$ cat config.mk
export PLATFORM = sky130hd
export DESIGN_NAME = ycr_pipe_div
export DESIGN_NICKNAME = d
export VERILOG_FILES = /design/src/rtl/ycr_div_pkg.sv /design/src/rtl/ycr_div_step.sv /design/src/rtl/ycr_pipe_div.sv
export SDC_FILE = /design/constraint.sdc
export NUM_CORES = 1
export LEC_CHECK = 0
export ABC_AREA = 1
export ABC_CLOCK_PERIOD_IN_PS = 5930
export CORE_MARGIN = 1
export CORE_UTILIZATION = 54
export DETAILED_ROUTE_END_ITERATION = 16
export DONT_BUFFER_PORTS = 1
export PLACE_DENSITY = 0.79
export SKIP_CTS_REPAIR_TIMING = 1
export SYNTH_ARGS = -nofsm -noshare
export SYNTH_HDL_FRONTEND = slang
export SYNTH_SLANG_ARGS = --single-unit
$ cat constraint.sdc
create_clock -name clk -period 5.93 [get_ports clk]
set_input_delay 1.186 -clock clk [delete_from_list [all_inputs] [get_ports clk]]
set_output_delay 1.186 -clock clk [all_outputs]
set_load 0.005 [all_outputs]
$ cat src/rtl/ycr_div_pkg.sv
// Shared definitions for the ycr_pipe_div integer divider: FSM state
// encoding, the divide-by-zero quotient constant and a magnitude helper.
package ycr_div_pkg;

    typedef enum logic [1:0] {
        YCR_DIV_IDLE = 2'b00,
        YCR_DIV_CALC = 2'b01,
        YCR_DIV_CORR = 2'b10,
        YCR_DIV_EXIT = 2'b11
    } type_ycr_div_fsm_e;

    localparam logic [31:0] YCR_DIV_DBZ_QUO = 32'hFFFF_FFFF;

    // Magnitude of a 32-bit operand whose sign flag is carried separately.
    function automatic logic [31:0] ycr_div_mag(input logic [31:0] val, input logic neg);
        logic [31:0] res;
        if (neg) begin
            res = ~val + 32'd1;
        end else begin
            res = val;
        end
        return res;
    endfunction

endpackage

$ cat src/rtl/ycr_div_step.sv
// One restoring-division step: shift {rem,quo} left by one, try to subtract
// the divisor from the partial remainder and record the outcome in the
// quotient LSB. Purely combinational; chained to resolve several bits/cycle.
module ycr_div_step
    import ycr_div_pkg::*;
(
    input  logic [32:0] rem_i,
    input  logic [31:0] quo_i,
    input  logic [31:0] dvsr_i,
    output logic [32:0] rem_o,
    output logic [31:0] quo_o
);

    logic [33:0] rem_sh_s;
    logic [34:0] trial_s;

    // Trial subtraction; the partial remainder stays below 2*divisor, so a
    // non-negative trial always fits back into the 33-bit remainder.
    always_comb begin
        rem_sh_s = {rem_i, quo_i[31]};
        trial_s  = {1'b0, rem_sh_s} - {3'b000, dvsr_i};
        if (trial_s[34:33] == 2'b00) begin
            rem_o = trial_s[32:0];
            quo_o = {quo_i[30:0], 1'b1};
        end else begin
            rem_o = rem_sh_s[32:0];
            quo_o = {quo_i[30:0], 1'b0};
        end
    end

endmodule

$ cat src/rtl/ycr_pipe_div.sv
// ycr_pipe_div: multi-cycle 33-bit signed/unsigned divider for RV32M
// DIV/DIVU/REM/REMU. Restoring division on magnitudes followed by a single
// sign-correction cycle, with a valid/ready/done handshake.
// Optional build macro YCR_DIV_EARLY_EXIT_EN: when |dividend| < |divisor|
// the iterative phase is skipped (same results, 2-cycle latency).
module ycr_pipe_div
    import ycr_div_pkg::*;
#(
    parameter int STEPS_PER_CYC = 1,
    parameter int CNT_W         = 5
) (
    input  logic        clk,
    input  logic        rstn,
    input  logic        data_valid,
    input  logic [32:0] Din1,
    input  logic [32:0] Din2,
    output logic [31:0] quo_o,
    output logic [31:0] rem_o,
    output logic        div_rdy_o,
    input  logic        data_done
);

    localparam int              NCYC     = 32 / STEPS_PER_CYC;
    localparam logic [CNT_W-1:0] CNT_LAST = CNT_W'(NCYC - 1);

    type_ycr_div_fsm_e state_q, state_d;
    logic [CNT_W-1:0]  cnt_q, cnt_d;
    logic [32:0]       rem_q, rem_d;
    logic [31:0]       quo_q, quo_d;
    logic [31:0]       dvsr_q, dvsr_d;
    logic              neg_quo_q, neg_quo_d;
    logic              neg_rem_q, neg_rem_d;
    logic              dbz_q, dbz_d;
    logic              rdy_q, rdy_d;
    logic              div_rdy_q, div_rdy_d;
    logic [31:0]       quo_out_q, quo_out_d;
    logic [31:0]       rem_out_q, rem_out_d;

    logic [31:0]       dvd_mag_s;
    logic [31:0]       dvs_mag_s;
    logic [32:0]       step_rem_s;
    logic [31:0]       step_quo_s;

    assign dvd_mag_s = ycr_div_mag(Din1[31:0], Din1[32]);
    assign dvs_mag_s = ycr_div_mag(Din2[31:0], Din2[32]);

    genvar gi;
    for (gi = 0; gi < STEPS_PER_CYC; gi++) begin : g_step
        logic [32:0] rem_in_s;
        logic [31:0] quo_in_s;
        logic [32:0] rem_out_s;
        logic [31:0] quo_out_s;

        if (gi == 0) begin : g_first
            assign rem_in_s = rem_q;
            assign quo_in_s = quo_q;
        end else begin : g_next
            assign rem_in_s = g_step[gi-1].rem_out_s;
            assign quo_in_s = g_step[gi-1].quo_out_s;
        end

        ycr_div_step u_step (
            .rem_i  (rem_in_s),
            .quo_i  (quo_in_s),
            .dvsr_i (dvsr_q),
            .rem_o  (rem_out_s),
            .quo_o  (quo_out_s)
        );
    end

    assign step_rem_s = g_step[STEPS_PER_CYC-1].rem_out_s;
    assign step_quo_s = g_step[STEPS_PER_CYC-1].quo_out_s;

    // Next-state and datapath update for the IDLE/CALC/CORR/EXIT sequence.
    always_comb begin
        state_d   = state_q;
        cnt_d     = cnt_q;
        rem_d     = rem_q;
        quo_d     = quo_q;
        dvsr_d    = dvsr_q;
        neg_quo_d = neg_quo_q;
        neg_rem_d = neg_rem_q;
        dbz_d     = dbz_q;
        rdy_d     = 1'b0;

        case (state_q)
            YCR_DIV_IDLE: begin
                if (data_valid) begin
                    neg_quo_d = Din1[32] ^ Din2[32];
                    neg_rem_d = Din1[32];
                    dvsr_d    = dvs_mag_s;
                    cnt_d     = {CNT_W{1'b0}};
                    if (dvs_mag_s == 32'd0) begin
                        // RISC-V divide-by-zero: fixed quotient, raw dividend as remainder.
                        dbz_d   = 1'b1;
                        quo_d   = YCR_DIV_DBZ_QUO;
                        rem_d   = {1'b0, Din1[31:0]};
                        state_d = YCR_DIV_CORR;
`ifdef YCR_DIV_EARLY_EXIT_EN
                    end else if (dvd_mag_s < dvs_mag_s) begin
                        dbz_d   = 1'b0;
                        quo_d   = 32'd0;
                        rem_d   = {1'b0, dvd_mag_s};
                        state_d = YCR_DIV_CORR;
`endif
                    end else begin
                        dbz_d   = 1'b0;
                        quo_d   = dvd_mag_s;
                        rem_d   = 33'd0;
                        state_d = YCR_DIV_CALC;
                    end
                end else begin
                    state_d = YCR_DIV_IDLE;
                end
            end
            YCR_DIV_CALC: begin
                quo_d = step_quo_s;
                rem_d = step_rem_s;
                if (cnt_q == CNT_LAST) begin
                    state_d = YCR_DIV_CORR;
                end else begin
                    cnt_d = cnt_q + {{(CNT_W-1){1'b0}}, 1'b1};
                end
            end
            YCR_DIV_CORR: begin
                if (!dbz_q) begin
                    if (neg_quo_q) begin
                        quo_d = ~quo_q + 32'd1;
                    end else begin
                        quo_d = quo_q;
                    end
                    if (neg_rem_q) begin
                        rem_d = {1'b0, ~rem_q[31:0] + 32'd1};
                    end else begin
                        rem_d = rem_q;
                    end
                end else begin
                    quo_d = quo_q;
                    rem_d = rem_q;
                end
                rdy_d   = 1'b1;
                state_d = YCR_DIV_EXIT;
            end
            YCR_DIV_EXIT: begin
                if (data_done) begin
                    state_d = YCR_DIV_IDLE;
                end else begin
                    state_d = YCR_DIV_EXIT;
                end
            end
            default: begin
                state_d = YCR_DIV_IDLE;
            end
        endcase
    end

    // Output staging: result registers load once per operation, ready pulses one cycle.
    always_comb begin
        div_rdy_d = rdy_q;
        if (rdy_q) begin
            quo_out_d = quo_q;
            rem_out_d = rem_q[31:0];
        end else begin
            quo_out_d = quo_out_q;
            rem_out_d = rem_out_q;
        end
    end

    // State, datapath and output registers with asynchronous active-low reset.
    always_ff @(posedge clk or negedge rstn) begin
        if (!rstn) begin
            state_q   <= YCR_DIV_IDLE;
            cnt_q     <= {CNT_W{1'b0}};
            rem_q     <= 33'd0;
            quo_q     <= 32'd0;
            dvsr_q    <= 32'd0;
            neg_quo_q <= 1'b0;
            neg_rem_q <= 1'b0;
            dbz_q     <= 1'b0;
            rdy_q     <= 1'b0;
            div_rdy_q <= 1'b0;
            quo_out_q <= 32'd0;
            rem_out_q <= 32'd0;
        end else begin
            state_q   <= state_d;
            cnt_q     <= cnt_d;
            rem_q     <= rem_d;
            quo_q     <= quo_d;
            dvsr_q    <= dvsr_d;
            neg_quo_q <= neg_quo_d;
            neg_rem_q <= neg_rem_d;
            dbz_q     <= dbz_d;
            rdy_q     <= rdy_d;
            div_rdy_q <= div_rdy_d;
            quo_out_q <= quo_out_d;
            rem_out_q <= rem_out_d;
        end
    end

    assign quo_o     = quo_out_q;
    assign rem_o     = rem_out_q;
    assign div_rdy_o = div_rdy_q;

endmodule

Word-level counts from Yosys, hierarchy flattened

Cells that the tools add are included.

Bits in registers: 173
Bits in latches: 0
RAM bits: 0
Memory bits (read-only): 0
Output and inout bits: 65
Word-level logic and storage cells: 66
Memories: 0

Add/sub/neg operators: 6
Multipliers: 0
Div/mod/pow operators: 0
$lt $le $gt $ge: 0
Equality and inequality tests: 10
Shift operators: 0
Multiplexer cells: 24
Bitwise logic cells: 5
Reductions and logical operators: 9

Operators with widths:

| kind                    | number |
|---|---|
| $mux W32                | 7 |
| $mux W33                | 4 |
| $add A32 B1 Y32 const B | 4 |
| $not A32 Y32            | 4 |
| $pmux W33 S3            | 1 |
| $pmux W32 S3            | 1 |
| $sub A34 B32 Y35        | 1 |
| $logic_not A32 Y1       | 1 |
| $ne A2 B2 Y1 const B    | 6 |
| $mux W5                 | 2 |
| $pmux W5 S2             | 1 |
| $mux W2                 | 4 |
| $pmux W2 S4             | 1 |
| $reduce_and A4 Y1       | 2 |
| $add A5 B1 Y5 const B   | 1 |
| $eq A5 B5 Y1 const B    | 1 |
| $eq A2 B2 Y1 const B    | 2 |
| $logic_not A2 Y1        | 2 |
| $mux W1                 | 3 |
| $reduce_and A3 Y1       | 1 |
| $reduce_bool A3 Y1      | 1 |
| $eq A2 B1 Y1 const B    | 1 |
| $reduce_and A2 Y1       | 1 |
| $reduce_bool A2 Y1      | 1 |
| $xor A1 B1 Y1           | 1 |

Logic depth before layout (Yosys ltp)

Gate-level depths: netlist of the first run.

Depth in word-level cells: 7
Gate-level depth with buffers: 20
Depth with buffers taken out: 19

Cells and area by module

A second synthesis of the first run with hierarchy kept.

Cell total of the unflattened synthesis: 2,440
Area, all modules: 15,030.7 um^2

By module, submodules not included:

| module       | times used | cells each | area an instance (um^2) | sequential area each (um^2) |
|---|---|---|---|---|
| ycr_pipe_div | 1          | 1,754      | 11,614.9                | 4,329.2 |
| ycr_div_step | 1          | 686        | 3,415.8                 | 0.0 |

Worst setup path before layout of the first run

No wires, ideal clock.

Kind: input port to flip-flop
From: in Din2[0]
To: reg state_q[1]
Library setup time: 87 ps
Arrival time: 2,904 ps
Required time: 5,843 ps
Setup slack: 2,939 ps
Cell stages on the path: 13
Cells stage by stage: inv_1 ha_1 nand2_1 nor2_2 inv_1 nand3b_1 nand2_1 nor2_1 nand3_1 nor3_4 buf_2 nand4_1 a22oi_1

Longest elaborated chain between the ends: 7

RTL lines:

| what                  | RTL line            | RTL |
|---|---|---|
| from (decl)           | ycr_pipe_div.sv:16  | `input logic [32:0] Din2,` |
| $not A32 Y32          | ycr_div_pkg.sv:18   | `res = ~val + 32'd1;` |
| $add A32 B1 Y32       | ycr_div_pkg.sv:18   |  |
| $mux W32 (*)          | ycr_div_pkg.sv:17   | `if (neg) begin` |
| $logic_not A32 Y1 (*) | ycr_pipe_div.sv:93  | `if (dvs_mag_s == 32'd0) begin` |
| $mux W2 (*)           | ycr_pipe_div.sv:93  |  |
| $mux W2 (*)           | ycr_pipe_div.sv:88  | `if (data_valid) begin` |
| $pmux W2 S4 (*)       | ycr_pipe_div.sv:86  | `case (state_q)` |
| to (signal assigned)  | ycr_pipe_div.sv:185 | `state_q <= state_d;` |
| to (decl)             | ycr_pipe_div.sv:26  | `type_ycr_div_fsm_e state_q, state_d;` |

Mark *: on every way between the ends. The rest lies on a longest branch, timed or not.
A chain may end at the register's enable or synchronous reset.

Worst setup path in the final report of the first run

From: reg rem_q[4] (netlist: g_step[0].rem_in_s[4])
To: reg rem_q[6] (netlist: g_step[0].rem_in_s[6])

Longest elaborated chain between the ends: 5
Elaborated cells between the ends (all ways): 8

RTL lines:

| what                   | RTL line            | RTL |
|---|---|---|
| from (decl)            | ycr_pipe_div.sv:28  | `logic [32:0] rem_q, rem_d;` |
| from (signal assigned) | ycr_pipe_div.sv:187 | `rem_q <= rem_d;` |
| $not A32 Y32           | ycr_pipe_div.sv:133 | `rem_d = {1'b0, ~rem_q[31:0] + 32'd1};` |
| $add A32 B1 Y32        | ycr_pipe_div.sv:133 |  |
| $mux W33               | ycr_pipe_div.sv:132 | `if (neg_rem_q) begin` |
| $mux W33               | ycr_pipe_div.sv:126 | `if (!dbz_q) begin` |
| $pmux W33 S3 (*)       | ycr_pipe_div.sv:86  |  |

Mark *: on every way between the ends. The rest lies on a longest branch, timed or not. The select of a mux whose other input is x is not followed.

==> run metrics, run 1 <==
status finished clean; area of the multi-input gates 8710 um^2; Worst-path clk slew 0.08 ns; share of the synthesized area in the top cell type 0.292; Synth Area per Inst 6.04 um^2; H-tree level count 4; arrival time worst endpoint 4.13 ns; top fanout value on the critical path 23; most frequent cells after synthesis sky130_fd_sc_hd__nand2_1 (734), sky130_fd_sc_hd__inv_1 (369), sky130_fd_sc_hd__nor2_1 (312); count of standard-cell rows 60; number of clock buffers inserted by TritonCTS 17; via count of the first global-routing pass 14700; xor and xnor area share after synthesis 0.0308; maximum capacitance violations 0; io pins 135; Layout Nets 2514; dominant combinational cell family by area after synthesis simple AND/OR/NAND/NOR gates; capturing element type of the critical path register; worst setup path startpoint g_step[0].rem_in_s[4]; number of enable flip-flop cells after synthesis 0; Synthesized Nets 2564; Core ar. 27000 um^2; Placement Cell Area 15000 um^2; prevailing post-synth register cell sky130_fd_sc_hd__dfrtp_1; P&R area growth vs syn 5.35%; library cell with the largest summed area after synthesis sky130_fd_sc_hd__dfrtp_1; die extent in x 168 um; total global-route track usage 0.371; initial core utilization 0.549; worst supply voltage drop on vdd 0.259 mV; Remaining DRCs 0; RSZ-0062 raised after global routing no; diode insertion count for antenna repair 0; maximum number of buffers from clock root to sink 2; detailed-route wire length 51.5 mm; antenna-violating nets left 0; Yosys cell types 45; summed instance area of the synthesized netlist 14800 um^2; initial antenna violation count 0; Clock Power Share 0.112; launching point of the worst reg2reg path g_step[0].rem_in_s[4]; worst rel slew slack 0.294; fraction of the mapped netlist area in adder cells 0.0377; number of synthesized register bits 173; proportion of synthesized area in mux cells 0.000761; half-perimeter wire length after placement 39.6 mm; CP required 6.27 ns; # clock sinks 173; first-pass iteration count of the detailed router 7; total negative slack 0 ns; Synth Area in Compound Gates 0.118; final period utilization 0.638; First DRT Iteration DRCs 2048; final global-route overflow total 0; final setup violation count 0; power dissipated by switching net loads 6080 uW; height of the chip 168 um; asr flop ratio synth 1.00; final-layout fill cell count 2679; wire length of the first global-routing pass 80.8 mm; pin count of the biggest net entering global routing 174; RD Place Congestion 1.02; sequential fraction of design power 0.229; path type of the worst setup path register to register; fraction of final layout cells with drive strength greater than 1 0.0282; category of the worst setup path launch point register; wire per inst 18.7 um; CTS tree done; final-layout worst hold slack 0.424 ns; Lkg Pwr 0.00805 uW; post-route clock skew 0.0186 ns; Max Clock Freq 264 MHz; Fin. Hold Viols 0; count of synthesis-stage warnings from yosys 0; final design instance area without fill 15600 um^2; transition time at the pin with the least slew margin 1.06 ns; switching share of power 0.573; max-slew violation total from the final report 0; power per cell area 681 nW/um^2; worst hold path type input pin to async pin; fraction of the yosys area taken by sequential cells 0.292; dominant cells by area after synthesis sky130_fd_sc_hd__dfrtp_1 (29%), sky130_fd_sc_hd__nand2_1 (19%), sky130_fd_sc_hd__inv_1 (9.4%), sky130_fd_sc_hd__nor2_1 (7.9%), sky130_fd_sc_hd__a21oi_1 (5.3%); Comb pwr share 0.659; number of port buffers 0; worst-skew pair later-pin latency 0.46 ns; via count 16100; top-count cell post-synth sky130_fd_sc_hd__nand2_1; DR vias/cell 5.85; area taken by flip-flops and latches 4330 um^2; synthesized netlist cell count 2450; basic-gate share of the synthesized area counting and, or, nand and nor cells 0.401; clock root buffer sky130_fd_sc_hd__clkbuf_16; internal power of the cells 4540 uW; floorplan die area 28100 um^2; final worst path period need 3.79 ns
==> layout by cell type, fill, tap and decap left out, types with 7 or more instances in the layout <==
master / instances
sky130_fd_sc_hd__a21oi_1: 157
sky130_fd_sc_hd__a31oi_1: 11
sky130_fd_sc_hd__buf_4: 17
sky130_fd_sc_hd__clkbuf_16: 17
sky130_fd_sc_hd__dfrtp_1: 172
sky130_fd_sc_hd__ha_1: 43
sky130_fd_sc_hd__inv_1: 369
sky130_fd_sc_hd__nand2_1: 734
sky130_fd_sc_hd__nand3_1: 153
sky130_fd_sc_hd__nand3b_1: 24
sky130_fd_sc_hd__nand4_1: 101
sky130_fd_sc_hd__nor2_1: 311
sky130_fd_sc_hd__nor3_1: 35
sky130_fd_sc_hd__nor4_1: 9
sky130_fd_sc_hd__o211ai_1: 7
sky130_fd_sc_hd__o21ai_0: 126
sky130_fd_sc_hd__xnor2_1: 23
sky130_fd_sc_hd__xor2_1: 29
==> routing by layer <==
metal / vias up / GRT usage / share of wire
li1: 7727 / - / -
met1: 7435 / 0.509 / 0.42
met2: 850 / 0.566 / 0.43
met3: 100 / 0.0962 / 0.11
met4: 0 / 0.122 / 0.028
met5: - / 0 / 0
==> sequential cells by signal (all words and copies together) (netlist names) <==
signal	count
g_step.rem_in_s	33
dvsr_q	32
g_step.quo_in_s	32
quo_o	32
rem_o	32
cnt_q	5
state_q	2
dbz_q	1
div_rdy_d	1
div_rdy_o	1
neg_quo_q	1
neg_rem_q	1
==> worst paths after layout <==
| kind | endpoint | slack (ns) | depth (start not counted) |
|---|---|---|---|
| worst max-delay path | g_step[0].rem_in_s[6] | 2.14 | 15 |
| worst min-delay path | rem_o[14] | 0.42 | 0 |
| worst max register to register | g_step[0].rem_in_s[6] | 2.14 | 15 |
| worst min register to register | dvsr_q[2] | 0.49 | 2 |
| max in group asynchronous | dvsr_q[29] | 5.25 | 0 |
| min in group clk | dvsr_q[2] | 0.49 | 2 |
==> logic make-up after synthesis <==
logic type,Yosys count
flip-flops,173
multiplexers,1
XOR/XNOR,52
buffers and inverters,460
AO/OA/AOI/OAI,329
AND/OR/NAND/NOR,1391
adder cells (fa/ha/maj),44
==> power groups by stage <==
stage | sequential [uW] | clock [uW] | combinational (uW)
5_1_grt | 2510 | 1240 | 7770
4_1_cts | 2410 | 1190 | 6820
3_3_place_gp | 2420 | 0 | 6650
6_report | 2440 | 1190 | 7000
3_5_place_dp | 2430 | 0 | 6780
2_1_floorplan | 2170 | 0 | 5050
==> critical path: stages (launching register included) <==
cell	delay, ns
sky130_fd_sc_hd__dfrtp_1	0.56
sky130_fd_sc_hd__ha_1	0.46
sky130_fd_sc_hd__nand2_1	0.12
sky130_fd_sc_hd__nor2_1	0.20
sky130_fd_sc_hd__nand3_1	0.10
sky130_fd_sc_hd__nand3_1	0.22
sky130_fd_sc_hd__nand2_1	0.11
sky130_fd_sc_hd__nand2_1	0.11
sky130_fd_sc_hd__nand2_1	0.08
sky130_fd_sc_hd__nand3_1	0.73
sky130_fd_sc_hd__buf_4	0.34
sky130_fd_sc_hd__nand4_1	0.25
sky130_fd_sc_hd__nand3_1	0.18
sky130_fd_sc_hd__nand2_1	0.07
sky130_fd_sc_hd__nand3_1	0.08
sky130_fd_sc_hd__nand2_1	0.05
==> final cells by class <==
class	instances	area share
Clock buffer	17	0.0273
Clock inverter	14	0.0108
Inverter	374	0.0900
Multi-Input combinational cell	1817	0.558
Sequential cell	173	0.278
Tap cell	341	0.0274
Timing Repair Buffer	17	0.00818
==> metrics by stage <==
| step | power [uW] | instances | utilization | setup slack [ns] |
|---|---|---|---|---|
| finish | 10600 | 2753 | 0.579 | 2.14 |
| global route | 11500 | 2753 | 0.579 | 1.84 |
| CTS | 10400 | 2753 | 0.579 | 2.28 |
| detailed placement | 9210 | 2722 | 0.557 | 1.86 |
| global placement | 9070 | 2722 | 0.557 | 1.98 |
| floorplan | 7210 | 2450 | - | 2.94 |
No activity file was read; power rests on OpenSTA's default activity.
==> run 2, diff against run 1 <==
- ABC_CLOCK_PERIOD_IN_PS: 5930 -> 3700
- clock period: 5.93 -> 3.7 ns (I/O delays scaled with it)
==> run metrics, run 2 (synthesized netlist as in run 1, its figures left out) <==
Fin. Hold Viols 25; switching share of power 0.572; die extent in x 168 um; final-layout fill cell count 2667; half-perimeter wire length after placement 43.3 mm; status complete, but fails checks; power per cell area 1110 nW/um^2; Clock Power Share 0.106; pre-CTS worst setup slack 0.357 ns; count of standard-cell rows 60; DR vias/cell 5.92; reg2reg end g_step[0].rem_in_s[28]; largest stage delay on the critical path 0.41 ns; wire length of the first global-routing pass 84.9 mm; Comb pwr share 0.667; wire per inst 19.9 um; initial antenna violation count 2; violations in the final reports negative hold slack; highest-delay cell along the critical path sky130_fd_sc_hd__fa_1; Max Clock Freq 327 MHz; most used cell, CP sky130_fd_sc_hd__nand2_1; Layout Nets 2533; Worst R2R Setup Slack 0.64 ns; total global-route track usage 0.393; power dissipated by switching net loads 9970 uW; transition time at the pin with the least slew margin 1.18 ns; First DRT Iteration DRCs 2049; height of the chip 168 um; Cell Count Post-Placement 2741; via count 16400; sequential fraction of design power 0.227; worst-skew pair later-pin latency 0.46 ns; worst hold path type input pin to async pin; max-slew violation total from the final report 0; H-tree level count 4; io pins 135; ordered cell list for the critical path inv_1, ha_1, fa_1, inv_1, nand3_1, nand3_1, nand2_1, nand2_1, nand2_1, nand2_1, nand2_1, nand2_1, nand2_1, nand2_1, nand4_1, nand3_1, nand2_1, nand3_1, nand2_1; antenna-violating nets left 0; Core ar. 27000 um^2; fraction of final layout cells with drive strength greater than 1 0.0358; path type of the worst setup path register to register; sum of internal, switching and leakage power 17400 uW; Remaining DRCs 0; CP required 4.04 ns; # clock sinks 173; Lkg Pwr 0.00815 uW; most common cell after layout, fill and taps aside sky130_fd_sc_hd__nand2_1; final worst path period need 3.06 ns; worst setup path startpoint g_step[0].quo_in_s[31]; diode insertion count for antenna repair 0; RD Place Congestion 1.11; number of buffer and inverter stages on the critical path 2; arrival time worst endpoint 3.40 ns; CTS tree done; via count of the first global-routing pass 15100; Worst-path clk slew 0.08 ns; commonest cells after routing, fill and taps aside sky130_fd_sc_hd__nand2_1 (734), sky130_fd_sc_hd__inv_1 (369), sky130_fd_sc_hd__nor2_1 (311), sky130_fd_sc_hd__dfrtp_1 (172), sky130_fd_sc_hd__a21oi_1 (157); launching point of the worst reg2reg path g_step[0].quo_in_s[31]; top fanout value on the critical path 4; number of clock buffers inserted by TritonCTS 17; count of cells along the worst register-to-register path 19; fin cells 2773; clock root buffer sky130_fd_sc_hd__clkbuf_16; detailed-route wire length 55.1 mm; delay-heaviest family, CP simple AND/OR/NAND/NOR gates; maximum number of buffers from clock root to sink 2; initial core utilization 0.549; RSZ-0062 raised after global routing no; number of port buffers 0; worst supply voltage drop on vdd 0.548 mV; final setup violation count 0; worst rel slew slack 0.215; P&R area growth vs syn 6.42%; capturing element type of the critical path register; final period utilization 0.828; first-pass iteration count of the detailed router 7; internal power of the cells 7470 uW; final global-route overflow total 0; final-layout worst hold slack -0.0320 ns; maximum capacitance violations 0; floorplan die area 28100 um^2; total negative slack 0 ns; pin count of the biggest net entering global routing 174; flip-flop count of the largest register after layout 33; post-route clock skew 0.0200 ns; post-layout worst setup margin 0.638 ns; category of the worst setup path launch point register
==> run 2: per-layer routing <==
layer | GRT usage | wire length, um | vias up
met5 | 0 | 14 | -
met4 | 0.155 | 1990 | 2
met3 | 0.0806 | 5420 | 123
met2 | 0.601 | 23800 | 860
met1 | 0.544 | 23900 | 7662
li1 | - | - | 7762
==> run 2: how the worst max path moves through the flow <==
| stage | end | cells after the start |
|---|---|---|
| final | g_step[0].rem_in_s[28] | 19 |
| after global routing | g_step[0].rem_in_s[28] | 19 |
| after CTS | g_step[0].rem_in_s[28] | 19 |
| after detailed placement | g_step[0].rem_in_s[15] | 17 |
| after global placement | g_step[0].rem_in_s[15] | 17 |
| after floorplan | state_q[1] | 13 |
==> run 2: per-stage QoR <==
| stage | instance area (um^2) | util |
|---|---|---|
| 2_1_floorplan | 14800 | - |
| 3_3_place_gp | 15200 | 0.563 |
| 3_5_place_dp | 15200 | 0.563 |
| 4_1_cts | 15800 | 0.584 |
| 5_1_grt | 15800 | 0.584 |
| 6_report | 15800 | 0.584 |
==> run 2: final cells by class <==
class / count / area [um^2] / share of cell area
clock buffer: 20 / 457 / 0.0290
clock inverter: 12 / 128 / 0.00810
inverter: 374 / 1400 / 0.0891
multi-input combinational: 1817 / 8710 / 0.553
sequential: 173 / 4330 / 0.275
tap: 341 / 427 / 0.0271
timing repair buffer: 36 / 295 / 0.0187
==> run 2: power by group through the flow <==
stage / combinational, uW / sequential, uW / clock (uW)
after floorplan: 8090 / 3470 / 0
after global placement: 11200 / 3920 / 0
after detailed placement: 11200 / 3960 / 0
after CTS: 11300 / 3930 / 1860
after global routing: 12800 / 4080 / 1920
final: 11600 / 3960 / 1850
